## src/rtl/motor_input_cond_pkg.sv

```systemverilog
// Shared definitions for the motor input conditioning stage: button FSM
// encoding, default debounce length and the debounce counter width rule.
package motor_input_cond_pkg;

  localparam int DEBOUNCE_CYCLES_DEF = 16;

  typedef enum logic {
    BTN_IDLE = 1'b0,
    BTN_HELD = 1'b1
  } btn_state_e;

  // Counter must reach DEBOUNCE_CYCLES-1; never narrower than one bit.
  function automatic int cnt_width(input int cycles);
    return (cycles > 1) ? $clog2(cycles) : 1;
  endfunction

endpackage

```

## src/rtl/motor_input_cond_if.sv

```systemverilog
// Raw switch inputs and conditioned outputs exchanged between the board-side
// environment and the input conditioning stage.
interface motor_input_cond_if;

  logic btn_raw;
  logic up_limit_raw;
  logic dn_limit_raw;
  logic fault_clr;
  logic activate;
  logic up_limit;
  logic dn_limit;
  logic limit_fault;

  // Environment side: drives raw switches and fault clear.
  modport master (
    output btn_raw, up_limit_raw, dn_limit_raw, fault_clr,
    input  activate, up_limit, dn_limit, limit_fault
  );

  // Conditioning stage side.
  modport slave (
    input  btn_raw, up_limit_raw, dn_limit_raw, fault_clr,
    output activate, up_limit, dn_limit, limit_fault
  );

endinterface

```

## src/rtl/motor_debounce.sv

```systemverilog
// Single-bit two-flop synchronizer followed by a counting debouncer; the
// stable value flips only after DEBOUNCE_CYCLES consecutive differing samples.
module motor_debounce
  import motor_input_cond_pkg::*;
#(
  parameter int DEBOUNCE_CYCLES = DEBOUNCE_CYCLES_DEF
) (
  input  logic clk,
  input  logic rst_n,
  input  logic din,
  output logic dout
);

  localparam int              CNT_W    = cnt_width(DEBOUNCE_CYCLES);
  localparam logic [CNT_W-1:0] CNT_TERM = CNT_W'(DEBOUNCE_CYCLES - 1);

  logic [1:0]       sync_q;
  logic             s;
  logic             db_q, db_d;
  logic [CNT_W-1:0] cnt_q, cnt_d;

  assign s = sync_q[1];

  // NOTE: every output of an always_comb is defaulted first, so no path
  // through the block can leave a value unassigned and infer a latch.
  always_comb begin
    db_d  = db_q;
    cnt_d = '0;
    if (s != db_q) begin
      if (cnt_q == CNT_TERM) begin
        db_d = s;
      end else begin
        cnt_d = cnt_q + 1'b1;
      end
    end
  end

  // NOTE: the synchronizer flops are reset too, so nothing reaches the
  // debouncer before the first real sample after reset release.
  always_ff @(posedge clk or negedge rst_n) begin
    if (!rst_n) begin
      sync_q <= '0;
      db_q   <= 1'b0;
      cnt_q  <= '0;
    end else begin
      // NOTE: non-blocking assignments so every flop samples pre-edge values.
      sync_q <= {sync_q[0], din};
      db_q   <= db_d;
      cnt_q  <= cnt_d;
    end
  end

  assign dout = db_q;

endmodule

```

## src/rtl/motor_input_cond.sv

```systemverilog
// Conditions the push-button and both limit switches, generates one activate
// pulse per press and latches a fault when both limits read closed together.
module motor_input_cond
  import motor_input_cond_pkg::*;
#(
  parameter int DEBOUNCE_CYCLES = DEBOUNCE_CYCLES_DEF
) (
  input  logic                clk,
  input  logic                rst_n,
  motor_input_cond_if.slave   bus
);

  logic       btn_db;
  logic       up_db;
  logic       dn_db;
  btn_state_e state_q, state_d;
  logic       activate_q, activate_d;
  logic       limit_fault_q, limit_fault_d;

  motor_debounce #(.DEBOUNCE_CYCLES(DEBOUNCE_CYCLES)) u_btn_db (
    .clk  (clk),
    .rst_n(rst_n),
    .din  (bus.btn_raw),
    .dout (btn_db)
  );

  motor_debounce #(.DEBOUNCE_CYCLES(DEBOUNCE_CYCLES)) u_up_db (
    .clk  (clk),
    .rst_n(rst_n),
    .din  (bus.up_limit_raw),
    .dout (up_db)
  );

  motor_debounce #(.DEBOUNCE_CYCLES(DEBOUNCE_CYCLES)) u_dn_db (
    .clk  (clk),
    .rst_n(rst_n),
    .din  (bus.dn_limit_raw),
    .dout (dn_db)
  );

  // Set dominates clear: a clear only takes effect once the condition is gone.
  always_comb begin
    limit_fault_d = limit_fault_q;
    if (up_db && dn_db) begin
      limit_fault_d = 1'b1;
    end else if (bus.fault_clr) begin
      limit_fault_d = 1'b0;
    end
  end

  // A press is consumed on entry to BTN_HELD, even when the fault masks the
  // pulse, so clearing the fault mid-press never produces a late pulse.
  always_comb begin
    state_d    = state_q;
    activate_d = 1'b0;
    unique case (state_q)
      BTN_IDLE: begin
        if (btn_db) begin
          state_d    = BTN_HELD;
          activate_d = ~limit_fault_q;
        end
      end
      BTN_HELD: begin
        if (!btn_db) begin
          state_d = BTN_IDLE;
        end
      end
      default: state_d = BTN_IDLE;
    endcase
  end

  always_ff @(posedge clk or negedge rst_n) begin
    if (!rst_n) begin
      state_q       <= BTN_IDLE;
      activate_q    <= 1'b0;
      limit_fault_q <= 1'b0;
    end else begin
      state_q       <= state_d;
      activate_q    <= activate_d;
      limit_fault_q <= limit_fault_d;
    end
  end

  assign bus.activate    = activate_q;
  assign bus.up_limit    = up_db;
  assign bus.dn_limit    = dn_db;
  assign bus.limit_fault = limit_fault_q;

endmodule
```

## src/flat_wrapper.sv

```systemverilog
// flat-port wrapper written by rule: the top's interface ports become plain ports
module motor_input_cond_flat import motor_input_cond_pkg::*;
#(
  parameter int DEBOUNCE_CYCLES = DEBOUNCE_CYCLES_DEF
)
  (clk, rst_n, bus_btn_raw, bus_up_limit_raw, bus_dn_limit_raw, bus_fault_clr, bus_activate, bus_up_limit, bus_dn_limit, bus_limit_fault);
  motor_input_cond_if bus_i ();
  input  logic clk;
  input  logic rst_n;
  input wire logic [$bits(bus_i.btn_raw)-1:0] bus_btn_raw;
  input wire logic [$bits(bus_i.up_limit_raw)-1:0] bus_up_limit_raw;
  input wire logic [$bits(bus_i.dn_limit_raw)-1:0] bus_dn_limit_raw;
  input wire logic [$bits(bus_i.fault_clr)-1:0] bus_fault_clr;
  output wire logic [$bits(bus_i.activate)-1:0] bus_activate;
  output wire logic [$bits(bus_i.up_limit)-1:0] bus_up_limit;
  output wire logic [$bits(bus_i.dn_limit)-1:0] bus_dn_limit;
  output wire logic [$bits(bus_i.limit_fault)-1:0] bus_limit_fault;
  assign bus_i.btn_raw = bus_btn_raw;
  assign bus_i.up_limit_raw = bus_up_limit_raw;
  assign bus_i.dn_limit_raw = bus_dn_limit_raw;
  assign bus_i.fault_clr = bus_fault_clr;
  assign bus_activate = bus_i.activate;
  assign bus_up_limit = bus_i.up_limit;
  assign bus_dn_limit = bus_i.dn_limit;
  assign bus_limit_fault = bus_i.limit_fault;
  motor_input_cond #(.DEBOUNCE_CYCLES(DEBOUNCE_CYCLES)) u_core (.clk(clk), .rst_n(rst_n), .bus(bus_i));
endmodule
```

## config.mk

```make
export PLATFORM = sky130hd
export DESIGN_NAME = motor_input_cond_flat
export DESIGN_NICKNAME = d
export VERILOG_FILES = /design/src/rtl/motor_input_cond_pkg.sv /design/src/rtl/motor_input_cond_if.sv /design/src/rtl/motor_debounce.sv /design/src/rtl/motor_input_cond.sv /design/src/flat_wrapper.sv
export SDC_FILE = /design/constraint.sdc
export NUM_CORES = 1
export LEC_CHECK = 0
export CORE_UTILIZATION = 40
export CTS_BUF_LIST = sky130_fd_sc_hd__clkbuf_8
export CTS_CLUSTER_SIZE = 14
export DETAILED_ROUTE_END_ITERATION = 12
export GPL_ROUTABILITY_DRIVEN = 0
export GPL_TIMING_DRIVEN = 0
export MAX_ROUTING_LAYER = met4
export PLACE_DENSITY = 0.57
export SKIP_CTS_REPAIR_TIMING = 1
export SYNTH_ARGS = -nofsm -noshare
export SYNTH_HDL_FRONTEND = slang
export SYNTH_SLANG_ARGS = --single-unit
```

## constraint.sdc

```tcl
create_clock -name clk -period 1.95 [get_ports clk]
set_input_delay 0.39 -clock clk [delete_from_list [all_inputs] [get_ports clk]]
set_output_delay 0.39 -clock clk [all_outputs]
set_load 0.05 [all_outputs]
```

# [Word level (Yosys, flattened, before mapping)]
# Index checks and enable logic that the tools add are counted.
[op_classes] n_bitwise=1 n_reduce_logical=5 eq_ne=6 muxes=11 n_addsub=3
[op_table] operator="$mux 4" count=6
[op_table] operator="$add 4x1->4 const B" count=3
[op_table] operator="$eq 4x4->1 const B" count=3
[op_table] operator="$reduce_and 2->1" count=3
[op_table] operator="$mux 1" count=5
[op_table] operator="$ne 1x1->1" count=3
[op_table] operator="$reduce_bool 2->1" count=1
[op_table] operator="$logic_and 1x1->1" count=1
[op_table] operator="$not 1->1" count=1
[totals] out_inout_bits=4 in_bits=6 word_cells=38 reg_bits=24

# [Longest topological paths before layout]
[logic_depth] ltp_word=3 ltp_mapped=4 ltp_nobuf=4

# [Cells and area by module]
# Synthesis repeated with hierarchy kept, for this count alone.
[hier_totals] hier_cells=67 area_unflattened_um2=944.7
[by_module_without_submodules] mod="motor_debounce" seq_area_each_um2=175.2 cells_per_inst=20 instances=3 area_each_um2=280.3
[by_module_without_submodules] mod="motor_input_cond" seq_area_each_um2=75.1 cells_per_inst=7 instances=1 area_each_um2=103.8

# [Worst setup path before layout]
# Ideal clock, no wire load.
[synth_timing] path_type="register to register" startpoint="register u_core.u_dn_db.cnt_q[0]" endpoint="register u_core.u_dn_db.db_q, in the netlist u_core.u_dn_db.dout" path_buffers=0 synth_period_minus_slack_ns=1.145 setup_time_ns=0.125 required_time_ns=1.825 slack_ns=0.805 arrival_ns=1.021 path_stages_with_launch=4 cell_sequence="dfrtp_1 > ha_1 > nand3_1 > mux2_2"
[synth_via] elab_chain_len=2
[synth_rtl] item="start: declaration" line="motor_debounce.sv:20" rtl="logic [CNT_W-1:0] cnt_q, cnt_d;"
[synth_rtl] item="start signal: assignment" line="motor_debounce.sv:49" rtl="cnt_q <= cnt_d;"
[synth_rtl] item="$eq 4x4->1" line="motor_debounce.sv:30" rtl="if (cnt_q == CNT_TERM) begin"
[synth_rtl] item="$reduce_and 2->1 (no line)"
[synth_rtl] item="end signal: assignment" line="motor_debounce.sv:43" rtl="db_q <= 1'b0;"
[synth_rtl] item="end signal: assignment" line="motor_debounce.sv:48" rtl="db_q <= db_d;"
[synth_rtl] item="end: declaration" line="motor_debounce.sv:19" rtl="logic db_q, db_d;"
# Every way passes these cells.
# A chain may end at the register's enable or synchronous reset.

# [Worst setup path after layout]
[layout_timing] startpoint="register u_core.u_dn_db.db_q, in the netlist u_core.u_dn_db.dout" endpoint="output bus_dn_limit"
[layout_lines] item="end: declaration" line="flat_wrapper.sv:16" rtl="output wire logic [$bits(bus_i.dn_limit)-1:0] bus_dn_limit;"
# No word-level cell between the ends.

==> results_tabular.tex <==
\begin{tabular}{lr}
\hline
Metric & Value \\
\hline
\multicolumn{2}{l}{\textbf{Status}} \\
\quad Status & complete, no violations \\
\multicolumn{2}{l}{\textbf{Pwr}} \\
\quad Internal power of the cells & 726.9 uW \\
\quad Combinational Power Share & 0.060 \\
\quad NetSw & 185.6 uW \\
\quad Clk pwr share & 0.352 \\
\quad Power Dens Cells & 844.1 nW/um\^{}2 \\
\quad Overall power consumption & 912.5 uW \\
\quad Worst voltage drop across the vdd grid & 0.0007929 V \\
\quad Register share of total power & 0.588 \\
\quad Switching share of power & 0.2034 \\
\quad Leakage power summed over all cells & 0.4684 nW \\
\multicolumn{2}{l}{\textbf{Clock network}} \\
\quad Clock Root Buffer & clkbuf\_8 \\
\quad Clock Pin Slew Worst Setup and Hold Paths & 0.08 ns \\
\quad Maximum buffer depth of the clock tree & 2 \\
\quad TritonCTS clock tree & yes \\
\quad Worst-Skew Late Latency & 0.26 ns \\
\quad Number of sinks handled by clock tree synthesis & 24 \\
\quad Number of levels the H-tree was split into & 1 \\
\quad Clock buffers created by TritonCTS & 3 \\
\multicolumn{2}{l}{\textbf{Final layout}} \\
\quad Synthesis-to-finish area growth & 19.83\% \\
\quad FILL cells & 190 \\
\quad Reg area & 600.6 sq um \\
\quad Diodes inserted & 0 \\
\quad Area taken by multi-input logic gates & 286.5 sq um \\
\quad Post-route insts no fill & 107 \\
\quad Share of final-layout standard cells stronger than drive strength 1 & 0.1000 \\
\quad Net count of the finished layout & 90 \\
\multicolumn{2}{l}{\textbf{Synthesis}} \\
\quad Post-synthesis cell count & 67 \\
\quad Synthesis warning total & 0 \\
\quad Leading cell types by total area after synthesis & dfrtp\_1 (67\%), xnor2\_1 (5.8\%), ha\_1 (4.2\%), a21oi\_1 (3.3\%), nand4b\_1 (2.9\%) \\
\quad Count of cell types in the netlist & 16 \\
\quad Synthesized area divided by synthesized cell count & 13.46 sq um \\
\quad Post-synthesis instance area & 902.1 sq um \\
\quad Post-synth EDFFs & 0 \\
\quad Share of synthesized registers carrying an async set or reset & 1.000 \\
\quad Dominant cell type by area after synthesis & dfrtp\_1 \\
\quad Share of the synthesized area in the top cell type & 0.6657 \\
\quad Synth Register Bits & 24 \\
\quad Post-synth top flop & dfrtp\_1 \\
\quad Post-synthesis sequential area ratio & 0.6657 \\
\quad Syn\_nets & 76 \\
\multicolumn{2}{l}{\textbf{GRT}} \\
\quad Most Crowded Layer GR & met2 \\
\quad Met3 global-route usage & 0.05556 \\
\quad Met1 layer usage reported by global route & 0.1660 \\
\quad GR Util All Layers & 0.1288 \\
\quad Met2 routing resource usage after global routing & 0.1963 \\
\quad Initial antenna violation count & 0 \\
\quad First-pass GRT wire length & 2290 um \\
\quad Vias in the first global route & 507 \\
\quad Largest net degree at the start of global routing & 25 \\
\quad Grt total ovfl & 0 \\
\multicolumn{2}{l}{\textbf{STA}} \\
\quad Worst-margin pin slew & 1.014 ns \\
\quad RSZ-0062 raised after global routing & no \\
\quad Portion of the clock cycle consumed by the worst path in the final layout & 0.9637 \\
\quad Setup-violating endpoint count in the final report & 0 \\
\quad Max Slew Vio Count & 0 \\
\quad Max-slew headroom at the worst pin & 0.3218 \\
\quad Fmax achieved & 532.1 MHz \\
\quad Final worst clock skew & 0.002260 ns \\
\quad Total Negative Setup Slacks & 0 ns \\
\quad Count of final hold-check violations & 0 \\
\quad Shortest clock period the worst path allows after layout & 1.879 ns \\
\multicolumn{2}{l}{\textbf{Die}} \\
\quad Placement Rows & 16 \\
\quad Full die area & 2449 sq um \\
\quad Number of ports placed on the die boundary & 10 \\
\quad Chip Width & 49.49 um \\
\quad Die H & 49.49 um \\
\quad Effective utilization at floorplan & 0.4418 \\
\quad Core Area & 2042 sq um \\
\multicolumn{2}{l}{\textbf{Setup path}} \\
\quad CP startpoint kind & flip-flop \\
\quad Crit-path leading delay family & buffers and inverters \\
\quad Critical-path cell list & clkdlybuf4s50\_1 \\
\quad Slowest library cell on the worst path & clkdlybuf4s50\_1 \\
\quad Largest fanout on the critical path & 4 \\
\quad Crit path buffers/inverters & 1 \\
\quad Arr. time, crit path & 1.49 ns \\
\quad Required time of the worst setup path & 1.56 ns \\
\quad Endpoint type of the worst setup path & output pin \\
\quad WS Path Type & flip-flop to output pin \\
\quad Delay of the slowest cell on the worst path & 0.82 ns \\
\multicolumn{2}{l}{\textbf{Flow run}} \\
\quad Reported max-cap violation count & 0 \\
\multicolumn{2}{l}{\textbf{Drt}} \\
\quad Remaining antenna violation count & 0 \\
\quad Detailed-router iteration count before antenna repair & 4 \\
\quad Vias after detailed routing & 526 \\
\quad Total Routed Length & 1221 um \\
\quad Wire length per cell & 11.41 um \\
\quad Vias per cell & 4.916 \\
\quad DRC & 0 \\
\quad Count of routing violations after the opening detailed-route iteration & 3 \\
\multicolumn{2}{l}{\textbf{Placed design}} \\
\quad Detailed-placement wirelength estimate & 860.7 um \\
\quad Post-placement cell count & 103 \\
\quad Buffers on Ports & 9 \\
\multicolumn{2}{l}{\textbf{Worst hold path}} \\
\quad Path type of the worst min-delay path & flip-flop to flip-flop \\
\hline
\end{tabular}
layout make-up:
class / instances / share of cell area
Clock buffer: 4 / 0.05093
Inverter: 4 / 0.01389
Multi-Input combinational cell: 39 / 0.2650
Sequential cell: 24 / 0.5556
Tap cell: 27 / 0.03125
Timing Repair Buffer: 9 / 0.08333
routing by layer:
layer / vias up / share of wire
met3: 2 / 0.048
met5: - / 0
li1: 257 / -
met2: 11 / 0.46
met4: 0 / 0.0049
met1: 256 / 0.49
state kept, by name, indices dropped and copies added (netlist names), 2 cells and up:
name and flops:
u_core.u_btn_db.sync_q 2, u_core.u_up_db.cnt_q 4, u_core.u_btn_db.cnt_q 4, u_core.u_dn_db.cnt_q 4, u_core.u_up_db.sync_q 2, u_core.u_dn_db.sync_q 2
power groups by stage:
| stage | logic, mW | registers (mW) | clock network, mW |
|---|---|---|---|
| floorplan | 0.0307 | 0.543 | 0 |
| CTS | 0.0560 | 0.537 | 0.336 |
| finish | 0.0545 | 0.537 | 0.321 |
| global route | 0.0658 | 0.540 | 0.359 |
| global placement | 0.0551 | 0.545 | 0 |
| detailed placement | 0.0556 | 0.546 | 0 |
Yosys cell counts, types with 2 or more instances:
cell	instances
nor2_1	3
ha_1	3
nand4b_1	3
nand3_1	3
a21oi_1	6
nor2b_1	2
xnor2_1	6
mux2_2	2
inv_1	4
nor3b_1	3
dfrtp_1	24
o21ai_0	4
cells by family (layout without fill, tap and decap cells):
logic type                 Yosys count  count (layout)  synth area share
xor gates and xnor gates             6               6           0.05825
buffers and inverters                4              17           0.01664
adders and majority gates            3               3           0.04161
muxes                                3               3           0.04160
AOI/OAI and AO/OA                   11              11           0.06519
DFF                                 24              24            0.6657
and+or+nand+nor                     16              16            0.1110
path summary, 6_finish.rpt:
| check | from | to | slack (ns) | depth (start not counted) |
|---|---|---|---|---|
| hold reg to reg | u_core.u_btn_db.sync_q[0]$_DFF_PN0_ | u_core.u_btn_db.sync_q[1]$_DFF_PN0_ | 0.35 | 0 |
| max in group asynchronous | rst_n | u_core.u_dn_db.dout$_DFFE_PN0P_ | 0.65 | 1 |
| setup / recovery | u_core.u_dn_db.dout$_DFFE_PN0P_ | bus_dn_limit | 0.07 | 1 |
| min in group asynchronous | rst_n | u_core.bus.activate$_DFF_PN0_ | 0.68 | 1 |
| hold / removal | u_core.u_btn_db.sync_q[0]$_DFF_PN0_ | u_core.u_btn_db.sync_q[1]$_DFF_PN0_ | 0.35 | 0 |
| setup reg to reg | u_core.u_dn_db.cnt_q[0]$_DFF_PN0_ | u_core.u_dn_db.dout$_DFFE_PN0P_ | 0.73 | 3 |
per-stage QoR:
step / cell area [sq um] / utilization / hold slack, ns / setup slack [ns]
after floorplan: 902.1 / - / 0.09441 / 0.8048
after global placement: 1026 / 0.5025 / 0.3325 / 0.2190
after detailed placement: 1026 / 0.5025 / 0.3355 / 0.2698
after CTS: 1081 / 0.5294 / 0.3536 / 0.05171
after global routing: 1081 / 0.5294 / 0.3636 / 0.02094
final: 1081 / 0.5294 / 0.3539 / 0.07076
placed cells by master (no fill, tap or decap), types with 2 or more instances in the layout:
cell type and n:
nor2_1 3, clkdlybuf4s50_1 9, nand4b_1 3, a21oi_1 6
ha_1 3, xnor2_1 6, dfrtp_1 24, clkbuf_8 4
nand3_1 3, mux2_2 2, o21ai_0 4, nor2b_1 2
inv_1 4, nor3b_1 3
Power figures use the tool's default switching activity.
